**config.mk**
```make
export PLATFORM = sky130hd
export DESIGN_NAME = match_controller_flat
export DESIGN_NICKNAME = d
export VERILOG_FILES = /design/src/rtl/match_controller_if.sv /design/src/rtl/match_controller.sv /design/src/flat_wrapper.sv
export SDC_FILE = /design/constraint.sdc
export NUM_CORES = 1
export LEC_CHECK = 0
export CORE_MARGIN = 3
export CORE_UTILIZATION = 50
export DETAILED_ROUTE_END_ITERATION = 10
export PLACE_DENSITY = 0.79
export SLEW_MARGIN = 25
export SYNTH_ARGS = -nofsm -noshare
export SYNTH_HDL_FRONTEND = slang
export SYNTH_SLANG_ARGS = --single-unit
export TNS_END_PERCENT = 1
```
**constraint.sdc**
```tcl
create_clock -name clk -period 2.02 [get_ports clk]
set_input_delay 0.404 -clock clk [delete_from_list [all_inputs] [get_ports clk]]
set_output_delay 0.404 -clock clk [all_outputs]
set_load 0.03 [all_outputs]
```
**src/rtl/match_controller_if.sv**
```systemverilog
// Signal bundle between the match controller and the rest of the game.
// Groups the top-level start button, the game core's health outputs and
// everything the controller drives back (core reset, input gate, overlay data).
// The "master" side is the surrounding top level; the "slave" side is the
// controller itself.
interface match_controller_if;
  logic       start_btn;
  logic [3:0] p1_health;
  logic [3:0] p2_health;
  logic       game_rst_n;
  logic       input_enable;
  logic [2:0] state;
  logic [3:0] countdown;
  logic [6:0] round_timer;
  logic [2:0] round_num;
  logic [1:0] p1_rounds;
  logic [1:0] p2_rounds;
  logic [1:0] round_result;
  logic [1:0] winner;

  modport master (
    output start_btn, p1_health, p2_health,
    input  game_rst_n, input_enable, state, countdown, round_timer,
    input  round_num, p1_rounds, p2_rounds, round_result, winner
  );

  modport slave (
    input  start_btn, p1_health, p2_health,
    output game_rst_n, input_enable, state, countdown, round_timer,
    output round_num, p1_rounds, p2_rounds, round_result, winner
  );
endinterface

```
**src/rtl/match_controller.sv**
```systemverilog
// Match sequencer in front of the game core.
// Owns the core's active-low reset, gates player inputs and walks each match
// through IDLE -> ROUND_RESET -> COUNTDOWN -> FIGHT -> ROUND_END -> ... ->
// MATCH_OVER. Rounds end on KO (a health output at zero) and, when the
// MATCH_TIMER_EN macro is defined, on round-timer expiry. With MATCH_TIMER_EN
// undefined the round timer reads 0 and only KOs end a round.
// All outputs are registered and move on the same edge as the state.
module match_controller #(
  parameter int TICK_CYCLES       = 100_000_000,
  parameter int ROUND_SECONDS     = 60,
  parameter int COUNTDOWN_SECONDS = 3,
  parameter int KO_HOLD_SECONDS   = 2,
  parameter int GAME_RST_CYCLES   = 1_000_000,
  parameter int ROUNDS_TO_WIN     = 2,
  parameter int MAX_ROUNDS        = 5
) (
  input  logic               clk,
  input  logic               reset,
  match_controller_if.slave  bus
);

  typedef enum logic [2:0] {
    IDLE        = 3'd0,
    ROUND_RESET = 3'd1,
    COUNTDOWN   = 3'd2,
    FIGHT       = 3'd3,
    ROUND_END   = 3'd4,
    MATCH_OVER  = 3'd5
  } state_t;

  localparam logic [1:0] RES_NONE = 2'd0;
  localparam logic [1:0] RES_P1   = 2'd1;
  localparam logic [1:0] RES_P2   = 2'd2;
  localparam logic [1:0] RES_DRAW = 2'd3;

  // One counter serves both as the second prescaler and as the core-reset
  // pulse timer, so it must be wide enough for the longer of the two.
  localparam int CNT_MAX = (TICK_CYCLES > GAME_RST_CYCLES) ? TICK_CYCLES : GAME_RST_CYCLES;
  localparam int CNT_W   = $clog2(CNT_MAX + 1);
  localparam logic [CNT_W-1:0] TICK_LAST = CNT_W'(TICK_CYCLES - 1);
  localparam logic [CNT_W-1:0] RST_LAST  = CNT_W'(GAME_RST_CYCLES - 1);

  localparam int HOLD_W = (KO_HOLD_SECONDS > 1) ? $clog2(KO_HOLD_SECONDS + 1) : 1;
  localparam logic [HOLD_W-1:0] HOLD_LAST = HOLD_W'(KO_HOLD_SECONDS - 1);

  localparam logic [3:0] CD_LOAD   = 4'(COUNTDOWN_SECONDS);
  localparam logic [2:0] LAST_ROUND = 3'(MAX_ROUNDS);
  localparam logic [1:0] WIN_ROUNDS = 2'(ROUNDS_TO_WIN);
`ifdef MATCH_TIMER_EN
  localparam logic [6:0] RT_LOAD = 7'(ROUND_SECONDS);
`else
  localparam logic [6:0] RT_LOAD = 7'd0;
`endif

  state_t            state_q;
  logic              start_q;
  logic              start_edge_q;
  logic [3:0]        h1_q;
  logic [3:0]        h2_q;
  logic [CNT_W-1:0]  presc_q;
  logic [HOLD_W-1:0] hold_q;
  logic              game_rst_n_q;
  logic              input_enable_q;
  logic [3:0]        countdown_q;
  logic [6:0]        round_timer_q;
  logic [2:0]        round_num_q;
  logic [1:0]        p1_rounds_q;
  logic [1:0]        p2_rounds_q;
  logic [1:0]        round_result_q;
  logic [1:0]        winner_q;

  logic              tick;
  logic              fight_end;
  logic [1:0]        fight_result;
  logic              match_done;

  // Round win counter; a 2-bit score never wraps back to zero.
  function automatic logic [1:0] sat_inc(input logic [1:0] v);
    return (v == 2'd3) ? 2'd3 : v + 2'd1;
  endfunction

  // KO outcome: the side left standing wins, a double KO is a draw.
  function automatic logic [1:0] ko_result(input logic [3:0] h1, input logic [3:0] h2);
    if (h1 == 4'd0 && h2 == 4'd0) return RES_DRAW;
    else if (h2 == 4'd0)          return RES_P1;
    else                          return RES_P2;
  endfunction

  // Time-out outcome: more health wins, equal health is a draw.
  function automatic logic [1:0] timeout_result(input logic [3:0] h1, input logic [3:0] h2);
    if (h1 > h2)      return RES_P1;
    else if (h2 > h1) return RES_P2;
    else              return RES_DRAW;
  endfunction

  // Match winner from the final round counts.
  function automatic logic [1:0] match_winner(input logic [1:0] r1, input logic [1:0] r2);
    if (r1 > r2)      return RES_P1;
    else if (r2 > r1) return RES_P2;
    else              return RES_DRAW;
  endfunction

  assign tick       = (presc_q == TICK_LAST);
  assign match_done = (p1_rounds_q >= WIN_ROUNDS) || (p2_rounds_q >= WIN_ROUNDS) ||
                      (round_num_q == LAST_ROUND);

  // Register the core's health once; every decision uses these copies.
  always_ff @(posedge clk) begin
    h1_q <= bus.p1_health;
    h2_q <= bus.p2_health;
  end

  // Registered rising-edge detect on the debounced start button.
  always_ff @(posedge clk) begin
    if (!reset) begin
      start_q      <= 1'b0;
      start_edge_q <= 1'b0;
    end else begin
      start_q      <= bus.start_btn;
      start_edge_q <= bus.start_btn & ~start_q;
    end
  end

  // Round-ending condition while fighting; a KO outranks a same-cycle time-out.
  always_comb begin
    fight_end    = 1'b0;
    fight_result = RES_NONE;
    if (h1_q == 4'd0 || h2_q == 4'd0) begin
      fight_end    = 1'b1;
      fight_result = ko_result(h1_q, h2_q);
    end
`ifdef MATCH_TIMER_EN
    else if (tick && round_timer_q == 7'd1) begin
      fight_end    = 1'b1;
      fight_result = timeout_result(h1_q, h2_q);
    end
`endif
  end

  // Match FSM with all overlay/core-control outputs registered alongside it.
  always_ff @(posedge clk) begin
    if (!reset) begin
      state_q        <= IDLE;
      presc_q        <= '0;
      hold_q         <= '0;
      game_rst_n_q   <= 1'b0;
      input_enable_q <= 1'b0;
      countdown_q    <= CD_LOAD;
      round_timer_q  <= RT_LOAD;
      round_num_q    <= 3'd1;
      p1_rounds_q    <= 2'd0;
      p2_rounds_q    <= 2'd0;
      round_result_q <= RES_NONE;
      winner_q       <= RES_NONE;
    end else begin
      // Free-running prescaler; the core-reset phase counts straight through
      // instead of wrapping. Every state entry below restarts it at zero.
      if (state_q == ROUND_RESET || !tick) presc_q <= presc_q + 1'b1;
      else                                 presc_q <= '0;

      case (state_q)
        IDLE: begin
          if (start_edge_q) begin
            state_q        <= ROUND_RESET;
            presc_q        <= '0;
            game_rst_n_q   <= 1'b0;
            input_enable_q <= 1'b0;
            countdown_q    <= CD_LOAD;
            round_timer_q  <= RT_LOAD;
            round_num_q    <= 3'd1;
            p1_rounds_q    <= 2'd0;
            p2_rounds_q    <= 2'd0;
            round_result_q <= RES_NONE;
            winner_q       <= RES_NONE;
          end
        end

        ROUND_RESET: begin
          // Core reset has been low for exactly GAME_RST_CYCLES cycles.
          if (presc_q == RST_LAST) begin
            state_q      <= COUNTDOWN;
            presc_q      <= '0;
            game_rst_n_q <= 1'b1;
          end
        end

        COUNTDOWN: begin
          if (tick) begin
            if (countdown_q == 4'd1) begin
              countdown_q    <= 4'd0;
              state_q        <= FIGHT;
              presc_q        <= '0;
              input_enable_q <= 1'b1;
            end else begin
              countdown_q <= countdown_q - 4'd1;
            end
          end
        end

        FIGHT: begin
`ifdef MATCH_TIMER_EN
          if (tick && round_timer_q != 7'd0) round_timer_q <= round_timer_q - 7'd1;
`endif
          if (fight_end) begin
            state_q        <= ROUND_END;
            presc_q        <= '0;
            hold_q         <= '0;
            input_enable_q <= 1'b0;
            round_result_q <= fight_result;
            if (fight_result == RES_P1) p1_rounds_q <= sat_inc(p1_rounds_q);
            if (fight_result == RES_P2) p2_rounds_q <= sat_inc(p2_rounds_q);
          end
        end

        ROUND_END: begin
          // Core stays frozen (out of reset, inputs gated) for the hold time.
          if (tick) begin
            if (hold_q == HOLD_LAST) begin
              hold_q  <= '0;
              presc_q <= '0;
              if (match_done) begin
                state_q  <= MATCH_OVER;
                winner_q <= match_winner(p1_rounds_q, p2_rounds_q);
              end else begin
                state_q       <= ROUND_RESET;
                round_num_q   <= round_num_q + 3'd1;
                game_rst_n_q  <= 1'b0;
                countdown_q   <= CD_LOAD;
                round_timer_q <= RT_LOAD;
              end
            end else begin
              hold_q <= hold_q + 1'b1;
            end
          end
        end

        MATCH_OVER: begin
          if (start_edge_q) begin
            state_q        <= IDLE;
            presc_q        <= '0;
            game_rst_n_q   <= 1'b0;
            input_enable_q <= 1'b0;
            p1_rounds_q    <= 2'd0;
            p2_rounds_q    <= 2'd0;
            round_result_q <= RES_NONE;
            winner_q       <= RES_NONE;
          end
        end

        default: begin
          state_q        <= IDLE;
          presc_q        <= '0;
          game_rst_n_q   <= 1'b0;
          input_enable_q <= 1'b0;
        end
      endcase
    end
  end

  assign bus.state        = state_q;
  assign bus.game_rst_n   = game_rst_n_q;
  assign bus.input_enable = input_enable_q;
  assign bus.countdown    = countdown_q;
  assign bus.round_timer  = round_timer_q;
  assign bus.round_num    = round_num_q;
  assign bus.p1_rounds    = p1_rounds_q;
  assign bus.p2_rounds    = p2_rounds_q;
  assign bus.round_result = round_result_q;
  assign bus.winner       = winner_q;

endmodule

```
**src/flat_wrapper.sv**
```systemverilog
// flat-port wrapper written by rule: the top's interface ports become plain ports
module match_controller_flat 
#(
  parameter int TICK_CYCLES       = 100_000_000,
  parameter int ROUND_SECONDS     = 60,
  parameter int COUNTDOWN_SECONDS = 3,
  parameter int KO_HOLD_SECONDS   = 2,
  parameter int GAME_RST_CYCLES   = 1_000_000,
  parameter int ROUNDS_TO_WIN     = 2,
  parameter int MAX_ROUNDS        = 5
)
  (clk, reset, bus_start_btn, bus_p1_health, bus_p2_health, bus_game_rst_n, bus_input_enable, bus_state, bus_countdown, bus_round_timer, bus_round_num, bus_p1_rounds, bus_p2_rounds, bus_round_result, bus_winner);
  match_controller_if bus_i ();
  input  logic clk;
  input  logic reset;
  input wire logic [$bits(bus_i.start_btn)-1:0] bus_start_btn;
  input wire logic [$bits(bus_i.p1_health)-1:0] bus_p1_health;
  input wire logic [$bits(bus_i.p2_health)-1:0] bus_p2_health;
  output wire logic [$bits(bus_i.game_rst_n)-1:0] bus_game_rst_n;
  output wire logic [$bits(bus_i.input_enable)-1:0] bus_input_enable;
  output wire logic [$bits(bus_i.state)-1:0] bus_state;
  output wire logic [$bits(bus_i.countdown)-1:0] bus_countdown;
  output wire logic [$bits(bus_i.round_timer)-1:0] bus_round_timer;
  output wire logic [$bits(bus_i.round_num)-1:0] bus_round_num;
  output wire logic [$bits(bus_i.p1_rounds)-1:0] bus_p1_rounds;
  output wire logic [$bits(bus_i.p2_rounds)-1:0] bus_p2_rounds;
  output wire logic [$bits(bus_i.round_result)-1:0] bus_round_result;
  output wire logic [$bits(bus_i.winner)-1:0] bus_winner;
  assign bus_i.start_btn = bus_start_btn;
  assign bus_i.p1_health = bus_p1_health;
  assign bus_i.p2_health = bus_p2_health;
  assign bus_game_rst_n = bus_i.game_rst_n;
  assign bus_input_enable = bus_i.input_enable;
  assign bus_state = bus_i.state;
  assign bus_countdown = bus_i.countdown;
  assign bus_round_timer = bus_i.round_timer;
  assign bus_round_num = bus_i.round_num;
  assign bus_p1_rounds = bus_i.p1_rounds;
  assign bus_p2_rounds = bus_i.p2_rounds;
  assign bus_round_result = bus_i.round_result;
  assign bus_winner = bus_i.winner;
  match_controller #(.TICK_CYCLES(TICK_CYCLES), .ROUND_SECONDS(ROUND_SECONDS), .COUNTDOWN_SECONDS(COUNTDOWN_SECONDS), .KO_HOLD_SECONDS(KO_HOLD_SECONDS), .GAME_RST_CYCLES(GAME_RST_CYCLES), .ROUNDS_TO_WIN(ROUNDS_TO_WIN), .MAX_ROUNDS(MAX_ROUNDS)) u_core (.clk(clk), .reset(reset), .bus(bus_i));
endmodule
```
==> results.tsv, run 1 <==
metric	value	unit
status	completed	
Critical Path Source Type	flip-flop	
DP HPWL	5.01	mm
r2r endpoint	u_core.bus.state[2]	
Setup TNS	0	ns
FF-to-FF Start	u_core.presc_q[1]	
die area	7180	um2
Clock Path Buffers	2	
post-DR vias/cell	5.59	
worst path arrival time	2.19	ns
Total GRT Usage	20.4	%
hold path start	u_core.start_q	
Core ar.	5960	um2
Synth top area share	38.1	%
Hold Path Sink	u_core.start_edge_q	
Worst-Skew Late Latency	0.35	ns
register area share after synthesis	38.1	%
Hold Path Class	flip-flop to flip-flop	
nets	414	
cts hold-fix bufs	0	
antenna-violating nets left	0	
Most used DFF post-synth	dfxtp_1	
FF-to-FF path depth	7	
number of remaining DRC errors	0	
drt pass-1 iters	5	
I/O Pins	38	
DIE HEIGHT	84.8	um
LEAKAGE	1.50	nW
number of global-route vias before repair	2624	
DR vias	2660	
count of input and output buffers	30	
DRT iter0 DRCs	166	
Fillers	486	
gpl congestion	0.904	
CTS tree	built	
WHS Path Cells	1	
Least-Margin Pin Slew	0.509	ns
Mean Syn Cell Area	9.26	um2
Critical Path Sink Type	flip-flop	
Async SR Flop Fraction	0	%
drt wl/cell	14.7	um
fin worst setup slack	0.0675	ns
Die W	84.8	um
TritonCTS buffer count	9	
CTS H-tree lvls	3	
initial antenna violation count	0	
Starting Density	52.1	%
Tcrit/Tclk final	96.7	%
share of layout cells above drive strength 1	24.2	%
Max Cap Violations	0	
Final setup viols	0	
Max FO, Critical Path	7	
Fin. Hold Viols	0	
Final Max Tran Viols	0	
Mapped Area	3100	um2
Max Freq	512	MHz
Synth cell types	64	
largest net degree at the start of global routing	28	
RSZ-0062 raised after global routing	yes	
total power	0.00270	W
Yosys warning count	0	
final WL	6.99	mm
minimum clock period	1.95	ns
Setup WS pre-CTS	-0.0381	ns
first-pass GRT wire length	12.0	mm
worst vdd ir	0.575	mV
remaining global-route overflow	0	
clk_skew	0.00861	ns
most area-hungry cell type in the Yosys netlist	dfxtp_1	
diodes inserted	0	
Cells after Synth	335	
P per Cell Area	679	nW/um2
Root Buffer	clkbuf_8	
cell row count	28	
Area growth, synth to finish	28.4	%
EDFF count, synth	0	
worst path required time	2.26	ns
FF-to-FF setup slack	0.07	ns
sequential cell area	1190	um2
multi-input logic area	1830	um2
CTS clock-pin slew for the worst setup and hold paths	0.06	ns
Synth Register Bits	59	
Hold WS	0.394	ns
WS Path Type	flip-flop to flip-flop	
Slew headroom	66.0	%
Area contributors post-synth	dfxtp_1 38%, nor3_2 6.1%, xor2_1 4.5%	
# clock sinks	59	
[cell usage after synthesis, types with 3 or more instances]
library cell and n:
ha_1 7, and2_1 4, mux2i_1 4, o211a_1 3
nor4_1 5, nand2b_1 3, or3_1 3, nand3_1 10
o21ai_0 7, a21oi_1 10, xor2_1 16, buf_4 8
a31oi_1 3, nand2_1 21, and3_1 6, xnor2_1 10
a21o_1 3, nor2_1 28, nand4_1 12, nor4b_1 3
nor3_2 19, dfxtp_1 59, clkbuf_1 4, nor3b_2 4
inv_1 11, and4_1 3, buf_2 4, nor3_1 16
[layout by cell type, fill, tap and decap left out, types with 3 or more instances in the layout]
cell type / synthesis / routed
a21o_1: 3 / 3
a21oi_1: 10 / 10
a31oi_1: 3 / 3
and2_1: 4 / 4
and3_1: 6 / 6
buf_4: 8 / 30
bufinv_16: 0 / 3
clkbuf_8: 0 / 10
clkdlybuf4s50_1: 0 / 29
conb_1: 1 / 7
dfxtp_1: 59 / 53
dfxtp_2: 0 / 5
ha_1: 7 / 6
inv_1: 11 / 11
mux2i_1: 4 / 4
nand2_1: 21 / 21
nand2b_1: 3 / 3
nand3_1: 10 / 9
nand4_1: 12 / 12
nor2_1: 28 / 28
nor3_1: 16 / 14
nor3_2: 19 / 21
nor3b_2: 4 / 5
nor4_1: 5 / 5
nor4b_1: 3 / 3
o211a_1: 3 / 3
o21ai_0: 7 / 7
or3_1: 3 / 3
xnor2_1: 10 / 10
xor2_1: 16 / 16
[flip-flops by register name (all words and copies together) (netlist names)]
signal,count
u_core.start_edge_q,1
u_core.h2_q,4
u_core.hold_q,2
u_core.bus.game_rst_n,1
u_core.bus.winner,2
u_core.bus.p1_rounds,2
u_core.bus.p2_rounds,2
u_core.h1_q,4
u_core.bus.input_enable,1
u_core.presc_q,27
u_core.bus.countdown,4
u_core.bus.round_result,2
u_core.bus.state,3
u_core.start_q,1
u_core.bus.round_num,3
[routing by layer]
layer / wire [um] / track usage (%)
met1: 3060 / 23.6
met2: 3540 / 36.0
met3: 311 / 6.48
met4: 82 / 6.19
met5: 0 / 0
[stage by stage]
stage	cell area, um2	utilization, %	instances
global placement	3680	61.8	460
floorplan	3160	-	341
detailed placement	3680	61.8	460
CTS	3940	66.1	476
global route	3980	66.8	476
finish	3980	66.8	476
[power by group]
part / switching, W / total (W) / internal, W
sequential: 0.0000203 / 0.00120 / 0.00118
clock: 0.000469 / 0.00132 / 0.000849
combinational: 0.000104 / 0.000179 / 0.0000758
total: 0.000593 / 0.00270 / 0.00211
[what timing repair did]
action                     4_1_cts  5_1_grt
setup endpoints to repair        9       38
buffers inserted                 0        0
gates resized for setup          5        8
pin swaps                        1        5
[cells by family after synthesis]
group,synth area share [%]
and+or+nand+nor,32.9
adders and majority gates,2.82
AOI/OAI and AO/OA,11.6
other,0.121
xor gates and xnor gates,7.34
muxes,1.29
DFF,38.1
buffers and inverters,5.85
[how the worst max path moves through the flow]
stage | startpoint | endpoint | slack (ns) | depth (start not counted)
2_1_floorplan | u_core.presc_q[0] | u_core.presc_q[1] | 0.009 | 9
3_3_place_gp | u_core.presc_q[1] | u_core.bus.round_num[2] | 0.04 | 7
3_5_place_dp | u_core.presc_q[1] | u_core.bus.countdown[1] | -0.04 | 7
4_1_cts | u_core.presc_q[1] | u_core.bus.round_num[2] | 0.005 | 7
5_1_grt | u_core.presc_q[21] | u_core.presc_q[2] | -0.003 | 7
6_report | u_core.presc_q[1] | u_core.bus.state[2] | 0.07 | 7
[cell type report]
type / count / area share, %
Inverter: 12 / 1.13
Sequential cell: 59 / 29.9
Timing Repair Buffer: 63 / 14.5
Multi-Input combinational cell: 251 / 46.1
Tap cell: 75 / 2.36
Clock buffer: 11 / 3.55
Clock inverter: 5 / 2.51
[worst max-delay path, stage by stage, from the launching register on]
cell and delay (ns):
dfxtp_4 0.37, ha_4 0.15, nand3_2 0.08, or4b_4 0.51
buf_6 0.16, nor2_2 0.16, a21oi_1 0.12, o31a_1 0.30
Power figures use the tool's default switching activity.
==> run 2: changes to the inputs <==
Settings changed: CORE_UTILIZATION 50 to 25, PLACE_DENSITY 0.79 to 0.47.
==> run 2 against run 1 <==
First-iteration DRC count decreased by 39%; critical endpoint is now u_core.bus.countdown[1]; flip-flop and latch count unchanged; clock-buffer cell count decreased by 2; highest routed layer unchanged.
==> results.tsv, run 2 (same netlist as run 1, synthesis figures left out) <==
metric	value	unit
I/O Pins	38	
met3 routed WL	315	um
Core ar.	12100	um2
commonest non-fill, non-tap cells in the layout	52 x dfxtp_1, 47 x buf_4, 30 x clkdlybuf4s50_1	
FF-to-FF Start	u_core.presc_q[1]	
nets	431	
gpl congestion	0.798	
status	completed	
number of remaining DRC errors	0	
share of layout cells above drive strength 1	27.5	%
DR vias	2697	
Worst-Skew Late Latency	0.33	ns
P_int	0.00222	W
Max FO, Critical Path	4	
DRT iter0 DRCs	101	
drt pass-1 iters	4	
WS Path Type	flip-flop to flip-flop	
number of global-route vias before repair	2687	
post-DR vias/cell	4.60	
Setup TNS	0	ns
antenna-violating nets left	0	
DIE HEIGHT	117	um
FF-to-FF setup slack	0.06	ns
largest net degree at the start of global routing	28	
clk_skew	0.00416	ns
LEAKAGE	1.64	nW
Root Buffer	clkbuf_16	
CTS H-tree lvls	3	
Biggest register	u_core.presc_q	
Post-CTS Setup Inserts	0	
final core utilization	35.6	%
sequential power share	41.6	%
worst path required time	2.27	ns
Critical Path Sink Type	flip-flop	
CP startpoint	u_core.presc_q[1]	
count of input and output buffers	30	
P per Cell Area	673	nW/um2
Total GRT Usage	11.7	%
TritonCTS buffer count	9	
met2 routed WL	3.58	mm
final WL	7.79	mm
DR top layer	met4	
Critical Path Source Type	flip-flop	
Area growth, synth to finish	38.4	%
Net Sw Frac	23.3	%
die area	13800	um2
worst path arrival time	2.21	ns
Clock Path Buffers	2	
first-pass GRT wire length	13.4	mm
drt wl/cell	13.3	um
remaining global-route overflow	0	
hold path start	u_core.start_q	
Post-Route M1 WL	3.75	mm
minimum clock period	1.96	ns
Final setup viols	0	
Tcrit/Tclk final	97.1	%
worst vdd ir	0.369	mV
CTS tree	built	
diodes inserted	0	
cts hold-fix bufs	0	
Max Freq	510	MHz
# clock sinks	59	
cell row count	40	
Final Max Tran Viols	0	
Fin. Hold Viols	0	
DP HPWL	5.72	mm
Starting Density	25.7	%
Die W	117	um
max FFs per register	27	
RSZ-0062 raised after global routing	yes	
Slew headroom	65.3	%
Max Cap Violations	0	
switching pwr	0.000675	W
CTS clock-pin slew for the worst setup and hold paths	0.05	ns
most common cell after layout, fill and taps aside	dfxtp_1	
Least-Margin Pin Slew	0.520	ns
total power	0.00289	W
initial antenna violation count	0	
Hold Path Class	flip-flop to flip-flop	
Clk pwr share	51.7	%
Comb power frac	6.7	%
==> run 2: changes by cell type in the layout (fill, tap and decap cells not counted), sizes merged <==
cell and change:
buf +17, bufinv -2, clkbuf -2, clkdlybuf4s50 +1
clkinv +2, clkinvlp +2, dlygate4sd2 -1
==> run 2: critical path, cell delays in order (launching register included) <==
cell,delay [ns]
dfxtp_2,0.35
ha_4,0.15
nand3_2,0.08
or4b_4,0.56
buf_6,0.15
o21bai_1,0.13
o211a_1,0.27
mux2i_1,0.20
==> run 2: per-stage QoR <==
step | setup WS (ns) | hold WS [ns] | cells | instance area, um2
finish | 0.0579 | 0.391 | 586 | 4290
global placement | -0.0214 | 0.379 | 570 | 3920
detailed placement | -0.103 | 0.390 | 570 | 3920
floorplan | 0.00895 | 0.367 | 341 | 3160
global route | -0.0615 | 0.420 | 586 | 4290
CTS | 0.00563 | 0.401 | 586 | 4230
==> run 2: metal layers <==
layer  vias to the layer above  global-route usage (%)
met5                         -                       0
met4                         0                    4.11
met3                        15                    3.18
met2                        58                    18.5
met1                      1260                    15.4
li1                       1364                       -
==> run 2: layout make-up <==
cell class                 count  area (um2)
clock buffer                   9         225
clock inverter                 7        68.8
fill                        1238        7770
inverter                      12        45.0
multi-input combinational    251        1850
sequential                    59        1190
tap                          168         210
timing repair buffer          80         704
==> run 2: path summary, 6_finish.rpt <==
check | depth (start not counted) | endpoint
setup / recovery | 7 | u_core.bus.countdown[1]
hold / removal | 1 | u_core.start_edge_q
hold reg to reg | 1 | u_core.start_edge_q
setup reg to reg | 7 | u_core.bus.countdown[1]
==> run 2: repair_timing <==
action | in CTS | in global routing
cloned | 0 | 0
endpoints found under the setup margin | 8 | 38
pin swaps | 0 | 5
gates resized for setup | 2 | 13
==> run 2: power groups by stage <==
stage	Sequential (W)	Clock, W	Combinational, W
CTS	0.00120	0.00155	0.000192
detailed placement	0.00123	0	0.000192
floorplan	0.00124	0	0.000124
global route	0.00120	0.00161	0.000209
global placement	0.00123	0	0.000193
finish	0.00120	0.00150	0.000192
